$ cat config.mk
export PLATFORM = sky130hd
export DESIGN_NAME = apb_timer_mch_flat
export DESIGN_NICKNAME = d
export VERILOG_FILES = /design/src/rtl/apb_timer_mch_if.sv /design/src/rtl/apb_timer_mch.sv /design/src/flat_wrapper.sv
export SDC_FILE = /design/constraint.sdc
export NUM_CORES = 1
export LEC_CHECK = 0
export ABC_CLOCK_PERIOD_IN_PS = 3320
export CORE_MARGIN = 5
export CORE_UTILIZATION = 40
export CTS_CLUSTER_SIZE = 16
export DETAILED_ROUTE_END_ITERATION = 8
export PLACE_DENSITY_LB_ADDON = 0.08
export SYNTH_ARGS = -nofsm -noshare
export SYNTH_HDL_FRONTEND = slang
export SYNTH_SLANG_ARGS = --single-unit
$ cat constraint.sdc
create_clock -name pclk -period 3.32 [get_ports pclk]
set_input_delay 0.664 -clock pclk [delete_from_list [all_inputs] [get_ports pclk]]
set_output_delay 0.664 -clock pclk [all_outputs]
set_load 0.05 [all_outputs]
$ cat src/rtl/apb_timer_mch_if.sv
// APB bus bundle between a peripheral-bus master and the apb_timer_mch slave.
interface apb_timer_mch_if;
    logic        psel;
    logic        penable;
    logic        pwrite;
    logic [7:0]  paddr;
    logic [31:0] pwdata;
    logic [31:0] prdata;
    logic        pready;
    logic        pslverr;

    modport master (
        output psel, penable, pwrite, paddr, pwdata,
        input  prdata, pready, pslverr
    );

    modport slave (
        input  psel, penable, pwrite, paddr, pwdata,
        output prdata, pready, pslverr
    );
endinterface

$ cat src/rtl/apb_timer_mch.sv
// Multi-channel APB up/down timer with shared prescaler, auto-reload and sticky flags.
// Optional macro TIMER_IRQ_EN: enables OVIE/UDIE storage and the irq outputs.
module apb_timer_mch #(
    parameter int CNT_W  = 8,
    parameter int NUM_CH = 2
) (
    input  logic              pclk,
    input  logic              presetn,
    apb_timer_mch_if.slave    apb,
    output logic [NUM_CH-1:0] irq
);
    localparam logic [4:0]       NUM_CH_L = 5'(NUM_CH);
    localparam logic [CNT_W-1:0] CNT_MAX  = '1;
`ifdef TIMER_IRQ_EN
    localparam logic [7:0]       TCR_MASK = 8'hFF;
`else
    localparam logic [7:0]       TCR_MASK = 8'hF3;
`endif

    logic [3:0]       presc_q;
    logic [CNT_W-1:0] tdr_q [NUM_CH];
    logic [CNT_W-1:0] tdr_d [NUM_CH];
    logic [CNT_W-1:0] cnt_q [NUM_CH];
    logic [CNT_W-1:0] cnt_d [NUM_CH];
    logic [7:0]       tcr_q [NUM_CH];
    logic [7:0]       tcr_d [NUM_CH];
    logic [1:0]       tsr_q [NUM_CH];
    logic [1:0]       tsr_d [NUM_CH];

    logic [3:0]  ch_sel;
    logic [1:0]  reg_sel;
    logic        addr_err;
    logic        wr_err;
    logic        acc_err;
    logic        wr_en;
    logic [31:0] rd_val;
    logic        unused_pwdata;

    assign ch_sel   = apb.paddr[7:4];
    assign reg_sel  = apb.paddr[3:2];
    assign addr_err = ({1'b0, ch_sel} >= NUM_CH_L) || (apb.paddr[1:0] != 2'b00);
    assign wr_err   = apb.pwrite && (reg_sel == 2'd3);
    assign acc_err  = addr_err || wr_err;
    assign wr_en    = apb.psel && apb.penable && apb.pwrite && !acc_err;
    assign unused_pwdata = ^apb.pwdata;

    // Prescaler tap for divide-by-2/4/8/16: low log2(N) bits all ones.
    function automatic logic tick_f(input logic [1:0] cks, input logic [3:0] p);
        case (cks)
            2'd0:    return p[0];
            2'd1:    return &p[1:0];
            2'd2:    return &p[2:0];
            default: return &p;
        endcase
    endfunction

    always_comb begin
        for (int c = 0; c < NUM_CH; c++) begin
            tdr_d[c] = tdr_q[c];
            tcr_d[c] = tcr_q[c];
            tsr_d[c] = tsr_q[c];
            cnt_d[c] = cnt_q[c];
            if (wr_en && (ch_sel == 4'(c))) begin
                case (reg_sel)
                    2'd0:    tdr_d[c] = apb.pwdata[CNT_W-1:0];
                    2'd1:    tcr_d[c] = apb.pwdata[7:0] & TCR_MASK;
                    2'd2:    tsr_d[c] = tsr_q[c] & apb.pwdata[1:0];
                    default: ;
                endcase
            end
            // Counter uses the old TDR on reload and flag sets override a W0C clear.
            if (tcr_q[c][7]) begin
                cnt_d[c] = tdr_q[c];
            end else if (tcr_q[c][4] && tick_f(tcr_q[c][1:0], presc_q)) begin
                if (tcr_q[c][5]) begin
                    if (cnt_q[c] == '0) begin
                        cnt_d[c]    = tcr_q[c][6] ? tdr_q[c] : CNT_MAX;
                        tsr_d[c][1] = 1'b1;
                    end else begin
                        cnt_d[c] = cnt_q[c] - CNT_W'(1);
                    end
                end else begin
                    if (cnt_q[c] == CNT_MAX) begin
                        cnt_d[c]    = tcr_q[c][6] ? tdr_q[c] : '0;
                        tsr_d[c][0] = 1'b1;
                    end else begin
                        cnt_d[c] = cnt_q[c] + CNT_W'(1);
                    end
                end
            end
        end
    end

    always_ff @(posedge pclk or negedge presetn) begin
        if (!presetn) begin
            presc_q <= '0;
            for (int c = 0; c < NUM_CH; c++) begin
                tdr_q[c] <= '0;
                tcr_q[c] <= '0;
                tsr_q[c] <= '0;
                cnt_q[c] <= '0;
            end
        end else begin
            presc_q <= presc_q + 4'd1;
            for (int c = 0; c < NUM_CH; c++) begin
                tdr_q[c] <= tdr_d[c];
                tcr_q[c] <= tcr_d[c];
                tsr_q[c] <= tsr_d[c];
                cnt_q[c] <= cnt_d[c];
            end
        end
    end

    always_comb begin
        rd_val = '0;
        for (int c = 0; c < NUM_CH; c++) begin
            if (ch_sel == 4'(c)) begin
                case (reg_sel)
                    2'd0:    rd_val = 32'(tdr_q[c]);
                    2'd1:    rd_val = 32'(tcr_q[c]);
                    2'd2:    rd_val = 32'(tsr_q[c]);
                    default: rd_val = 32'(cnt_q[c]);
                endcase
            end
        end
    end

    assign apb.prdata  = (apb.psel && !apb.pwrite && !acc_err) ? rd_val : '0;
    assign apb.pslverr = apb.psel && apb.penable && acc_err;
    assign apb.pready  = 1'b1;

`ifdef TIMER_IRQ_EN
    always_comb begin
        irq = '0;
        for (int c = 0; c < NUM_CH; c++) begin
            irq[c] = (tsr_q[c][0] & tcr_q[c][3]) | (tsr_q[c][1] & tcr_q[c][2]);
        end
    end
`else
    assign irq = '0;
`endif
endmodule

$ cat src/flat_wrapper.sv
// flat-port wrapper written by rule: the top's interface ports become plain ports
module apb_timer_mch_flat 
#(
    parameter int CNT_W  = 8,
    parameter int NUM_CH = 2
)
  (pclk, presetn, irq, apb_psel, apb_penable, apb_pwrite, apb_paddr, apb_pwdata, apb_prdata, apb_pready, apb_pslverr);
  apb_timer_mch_if apb_i ();
  input  logic pclk;
  input  logic presetn;
  output logic [NUM_CH-1:0] irq;
  input wire logic [$bits(apb_i.psel)-1:0] apb_psel;
  input wire logic [$bits(apb_i.penable)-1:0] apb_penable;
  input wire logic [$bits(apb_i.pwrite)-1:0] apb_pwrite;
  input wire logic [$bits(apb_i.paddr)-1:0] apb_paddr;
  input wire logic [$bits(apb_i.pwdata)-1:0] apb_pwdata;
  output wire logic [$bits(apb_i.prdata)-1:0] apb_prdata;
  output wire logic [$bits(apb_i.pready)-1:0] apb_pready;
  output wire logic [$bits(apb_i.pslverr)-1:0] apb_pslverr;
  assign apb_i.psel = apb_psel;
  assign apb_i.penable = apb_penable;
  assign apb_i.pwrite = apb_pwrite;
  assign apb_i.paddr = apb_paddr;
  assign apb_i.pwdata = apb_pwdata;
  assign apb_prdata = apb_i.prdata;
  assign apb_pready = apb_i.pready;
  assign apb_pslverr = apb_i.pslverr;
  apb_timer_mch #(.CNT_W(CNT_W), .NUM_CH(NUM_CH)) u_core (.pclk(pclk), .presetn(presetn), .apb(apb_i), .irq(irq));
endmodule
After elaboration in Yosys (flattened, before gate mapping)
Index checks and enable logic that the tools add are counted.
{"block": "classes", "div": 0, "order_cmp": 1, "n_eq_ne": 10, "shifts": 0, "n_bitwise": 2, "n_reduce_logical": 31, "multipliers": 0, "addsub": 5, "muxes": 39}
{"cell": "$mux W8", "n": 14}
{"cell": "$mux W32", "n": 3}
{"cell": "$pmux W8 S3", "n": 2}
{"cell": "$add A8 B1 Y8 const B", "n": 2}
{"cell": "$eq A8 B8 Y1 const B", "n": 2}
{"cell": "$logic_not A8 Y1", "n": 2}
{"cell": "$mux W2", "n": 8}
{"cell": "$sub A8 B1 Y8 const B", "n": 2}
{"cell": "$logic_and A1 B1 Y1", "n": 11}
{"cell": "$mux W1", "n": 10}
{"cell": "$reduce_and A2 Y1", "n": 5}
{"cell": "$eq A2 B2 Y1 const B", "n": 4}
{"cell": "$eq A2 B1 Y1 const B", "n": 3}
{"cell": "$logic_not A2 Y1", "n": 3}
{"cell": "$pmux W1 S3", "n": 2}
{"cell": "$reduce_bool A2 Y1", "n": 3}
{"cell": "$add A4 B1 Y4 const B", "n": 1}
{"cell": "$and A2 B2 Y2", "n": 2}
{"cell": "$eq A4 B1 Y1 const B", "n": 1}
{"cell": "$ge A4 B2 Y1 const B", "n": 1}
{"cell": "$logic_not A4 Y1", "n": 1}
{"cell": "$reduce_and A4 Y1", "n": 1}
{"cell": "$reduce_and A3 Y1", "n": 1}
{"cell": "$logic_not A1 Y1", "n": 2}
{"cell": "$logic_or A1 B1 Y1", "n": 2}
{"block": "word_totals", "romBits": 0, "output_inout_bits": 36, "mem_count": 0, "latchBits": 0, "ff_bits": 52, "mem_bits_rw": 0}

Logic depth before layout (Yosys ltp)
{"block": "logic_depth", "word_depth": 11, "depth_mapped": 8, "ltp_nobuf": 7}

Worst setup path before layout
OpenSTA, ideal clock, no wires.
{"block": "synth_path", "path_type": "input -> output", "start": "input apb_paddr[2]", "end": "output apb_prdata[6]", "cell_stages": 5, "path_slack_ps": -159, "required_ps": 2656, "arrival_ps": 2815, "cell_sequence": "clkbuf_1 > buf_1 > mux2_2 > a221oi_1 > a211oi_1"}
{"block": "synth_via", "elab_chain_cells": 6, "word_cells_on_any_way": 13, "cone_classes": "eq/ne (3); mux (5); reduce/logical (5)"}
{"element": "start, declared", "line_no": "flat_wrapper.sv:15", "rtl": "input wire logic [$bits(apb_i.paddr)-1:0] apb_paddr;"}
{"element": "branches (longest 5 deep; another with $mux W32)"}
{"element": "$mux W32 (*)", "line_no": "apb_timer_mch.sv:128", "rtl": "assign apb.prdata = (apb.psel && !apb.pwrite && !acc_err) ? rd_val : '0;"}
{"element": "end, declared", "line_no": "flat_wrapper.sv:17", "rtl": "output wire logic [$bits(apb_i.prdata)-1:0] apb_prdata;"}
Every way passes the cells marked *.

Worst setup path in the final report
{"block": "layout_path", "start": "input apb_paddr[5]", "end": "output apb_prdata[5]"}
{"block": "layout_via", "elab_chain_cells": 6, "word_cells_on_any_way": 10, "cone_classes": "order compare (1); eq/ne (1); mux (3); reduce/logical (5)"}
{"element": "$ge A4 B2 Y1", "line_no": "apb_timer_mch.sv:41", "rtl": "assign addr_err = ({1'b0, ch_sel} >= NUM_CH_L) || (apb.paddr[1:0] != 2'b00);"}
{"element": "$logic_or A1 B1 Y1", "line_no": "apb_timer_mch.sv:41"}
{"element": "$logic_or A1 B1 Y1", "line_no": "apb_timer_mch.sv:43", "rtl": "assign acc_err = addr_err || wr_err;"}
{"element": "$logic_not A1 Y1", "line_no": "apb_timer_mch.sv:128"}
{"element": "$logic_and A1 B1 Y1", "line_no": "apb_timer_mch.sv:128"}
{"element": "$mux W32 (*)", "line_no": "apb_timer_mch.sv:128"}
Every way passes the cells marked *; elsewhere a longest branch is shown, timed or not.

==> key figures <==
Logic synthesis
  • Mapped Cells: 448
  • Post-synthesis sequential area ratio: 32.26%
  • Synth warn: 0
  • Yosys top cell area share: 32.26%
  • Post-synth top flop: dfrtp_1
  • Post-synthesis xor/xnor area fraction: 2.605%
  • Mux contribution to synthesized area: 14.05%
  • Synthesized area: 4034 sq um
  • Main combinational cell family by area after synthesis: compound AO/OA/AOI/OAI gates
  • Synth Area in Adders: 2.481%
  • EDFF count, synth: 0
  • Seq cells post-synth: 52
  • Unique masters post-synth: 66
  • Post-synth ARST share: 100.0%
  • Simple-gate portion of the synthesized area: 19.08%
  • Synth Area per Inst: 9.004 sq um
  • Area leader, netlist: dfrtp_1
  • Post-synthesis compound-gate area fraction: 19.79%
  • Area contributors post-synth: dfrtp_1, mux2_2, buf_4

Placed design
  • Inst Count DP: 594
  • DP HPWL: 8718 microns
  • GP Congestion: 0.8921
  • Buffers added on ports: 29

Detailed routing
  • DRT Wirelength: 12,020 microns
  • Post-DRT Antenna Nets: 0
  • Routed WL per cell: 20.00 microns
  • Via density: 5.993
  • Vias: 3,602
  • Drt pass-1 iters: 5
  • Drt drc: 0
  • Detailed Route Iter0 Violations: 370

Power and ir drop
  • Net Sw Frac: 31.31%
  • Internal power: 1.053 mW
  • Sw power: 0.4799 mW
  • Clock Power Share: 34.3%
  • Leak: 1.987 nW
  • Register share of total power: 44.1%
  • Pwr per Cell Area: 331.7 nW/um^2
  • VDD IR max: 0.1928 mV
  • Gate power share: 21.6%

Clock tree
  • # hold bufs at CTS: 0
  • Clock Sink Count: 52
  • CTS tree: yes
  • CTS resizes: 0
  • # Post-CTS Setup Buffers: 0
  • H-tree depth: 2
  • CTS Buffer Depth: 2
  • Clock Latency Late Sink: 310 ps
  • Clock Root Buffer: clkbuf_8
  • Clock Pin Slew Worst Setup and Hold Paths: 100 ps
  • Total CTS buffers: 5

Global routing
  • Overflow after GRT: 0
  • Initial antenna violation count: 0
  • Largest net degree at the start of global routing: 36
  • First-pass GRT wire length: 19,530 microns
  • Vias in the first global route: 3,443
  • GRT Total Usage: 19.35%

Outcome
  • Status: completed

Critical path
  • CP max stage cell: or3_4
  • Slowest cell delay on critical path: 430 ps
  • Critical path launch point type: input pin
  • Critical-path cell list: clkdlybuf4s50_1, or3_4, nor3_1, nand3b_1, buf_4, nor3_2, buf_12
  • Setup Crit Path Kind: in -> out
  • Worst path required time: 2660 ps
  • CP endpoint kind: output port
  • Crit-path max FO: 8
  • Arrival @ worst endpoint: 2520 ps

Layout
  • Most common cell after layout, fill and taps aside: dfrtp_1
  • Layout Utilization: 47.06%
  • Register area: 1301 sq um
  • Cell Count, Final, Fillers Out: 601
  • Most frequent cells in the layout: dfrtp_1, mux2_2, nand2_1
  • Multi-input gate area: 2466 sq um
  • Fillers: 954
  • Layout cells sized above 1: 18.80%
  • Final net count: 521
  • Diodes inserted: 0
  • P&R area growth vs syn: 14.55%

Floorplan
  • Top Ports: 81
  • Starting Density: 41.08%
  • Row cnt: 36
  • Chip height: 110.4 microns
  • Core ar.: 9819 sq um
  • Die Wd: 110.4 microns
  • Die area: 12,190 sq um

Timing
  • Crit share post-route: 95.99%
  • RSZ-0062 raised after global routing: false
  • Final Max Tran Viols: 0
  • Min cycle time layout: 3187 ps
  • Worst-margin pin slew: 748.6 ps
  • Maximum clock rate: 313.8 MHz
  • Slew margin rel.: 49.98%
  • Setup-failing EPs final: 0
  • Setup TNS: 0 ps
  • Fin. Hold Viols: 0
  • Hold WS: 274.6 ps
  • Worst Skew: 6.658 ps

Hold path
  • Hold Crit Class: in -> async

Run
  • Max cap viols: 0
-- metal layers --
| layer | up-vias | GRT usage, % | routed length [microns] |
|---|---|---|---|
| li1 | 1672 | - | - |
| met1 | 1729 | 31.38 | 5927 |
| met2 | 184 | 26.82 | 4969 |
| met3 | 17 | 2.899 | 966 |
| met4 | 0 | 3.695 | 157 |
| met5 | - | 0 | 0 |
-- final timing paths --
kind	slack, ps	end	cells after the start	startpoint
hold reg to reg	500	u_core.presc_q[1]	1	u_core.presc_q[1]
hold / removal	270	u_core.tdr_q[8]	1	presetn
max in group asynchronous	2210	u_core.tdr_q[7]	2	presetn
setup reg to reg	880	u_core.cnt_q[12]	7	u_core.cnt_q[8]
setup / recovery	130	apb_prdata[5]	7	apb_paddr[5]
min in group pclk	500	u_core.presc_q[1]	1	u_core.presc_q[1]
-- state kept, by name, indices dropped and copies added, names as in the netlist --
register	count
u_core.cnt_q	16
u_core.presc_q	4
u_core.tcr_q	12
u_core.tdr_q	16
u_core.tsr_q	4
-- per-stage QoR --
step                power (mW)  worst slack [ps]  area [sq um]
CTS                      1.536             135.7          4621
global route             1.595             21.69          4621
detailed placement       1.013             29.11          4492
global placement         1.014             38.37          4492
floorplan               0.9293            -19.03          4153
finish                   1.533             133.0          4621
-- worst max-delay path, delay by kind of cell --
family | cells | cell delay, ps
buf+inv | 3 | 790
simple gates | 4 | 1070
-- power groups by stage --
stage | Combinational (mW) | Sequential [mW] | Clock [mW]
final | 0.331 | 0.676 | 0.525
after global routing | 0.358 | 0.679 | 0.559
after CTS | 0.327 | 0.674 | 0.534
after detailed placement | 0.325 | 0.687 | 0
after global placement | 0.327 | 0.687 | 0
after floorplan | 0.266 | 0.663 | 0
-- cell families (layout without fill, tap and decap cells) --
logic type                 Yosys count  after routing
xor gates and xnor gates            12             12
and+or+nand+nor                    139            139
other                                2             27
adders and majority gates            8              8
buffers and inverters               75             70
muxes                               47             47
AOI/OAI and AO/OA                  113            113
DFF                                 52             52
-- cells in the mapped netlist (all sizes together), types with 3 or more instances --
library cell and number:
a211o 4, a211oi 6, a21boi 3, a21oi 20
a221oi 10, a31oi 13, and2 3, and3 7
and4 3, buf 32, clkbuf 27, dfrtp 52
ha 8, inv 16, mux2 37, mux2i 6
mux4 4, nand2 29, nand2b 5, nand3 17
nand4 6, nor2 21, nor2b 4, nor3 16
nor3b 9, nor4b 3, o21ai 15, o22ai 5
o311ai 3, o31a 3, o31ai 5, or2 3
or3 4, or4 3, xnor2 7, xor2 5
-- final cells by class --
type                            instances  share of cell area (%)
Clock buffer                            5                   1.489
Clock inverter                          2                   1.300
Inverter                               16                   1.300
Multi-Input combinational cell        346                   53.37
Sequential cell                        52                   28.16
Tap cell                              133                   3.601
Timing Repair Buffer                   47                   10.78
Note: power is estimated with default switching activity, not from simulation.
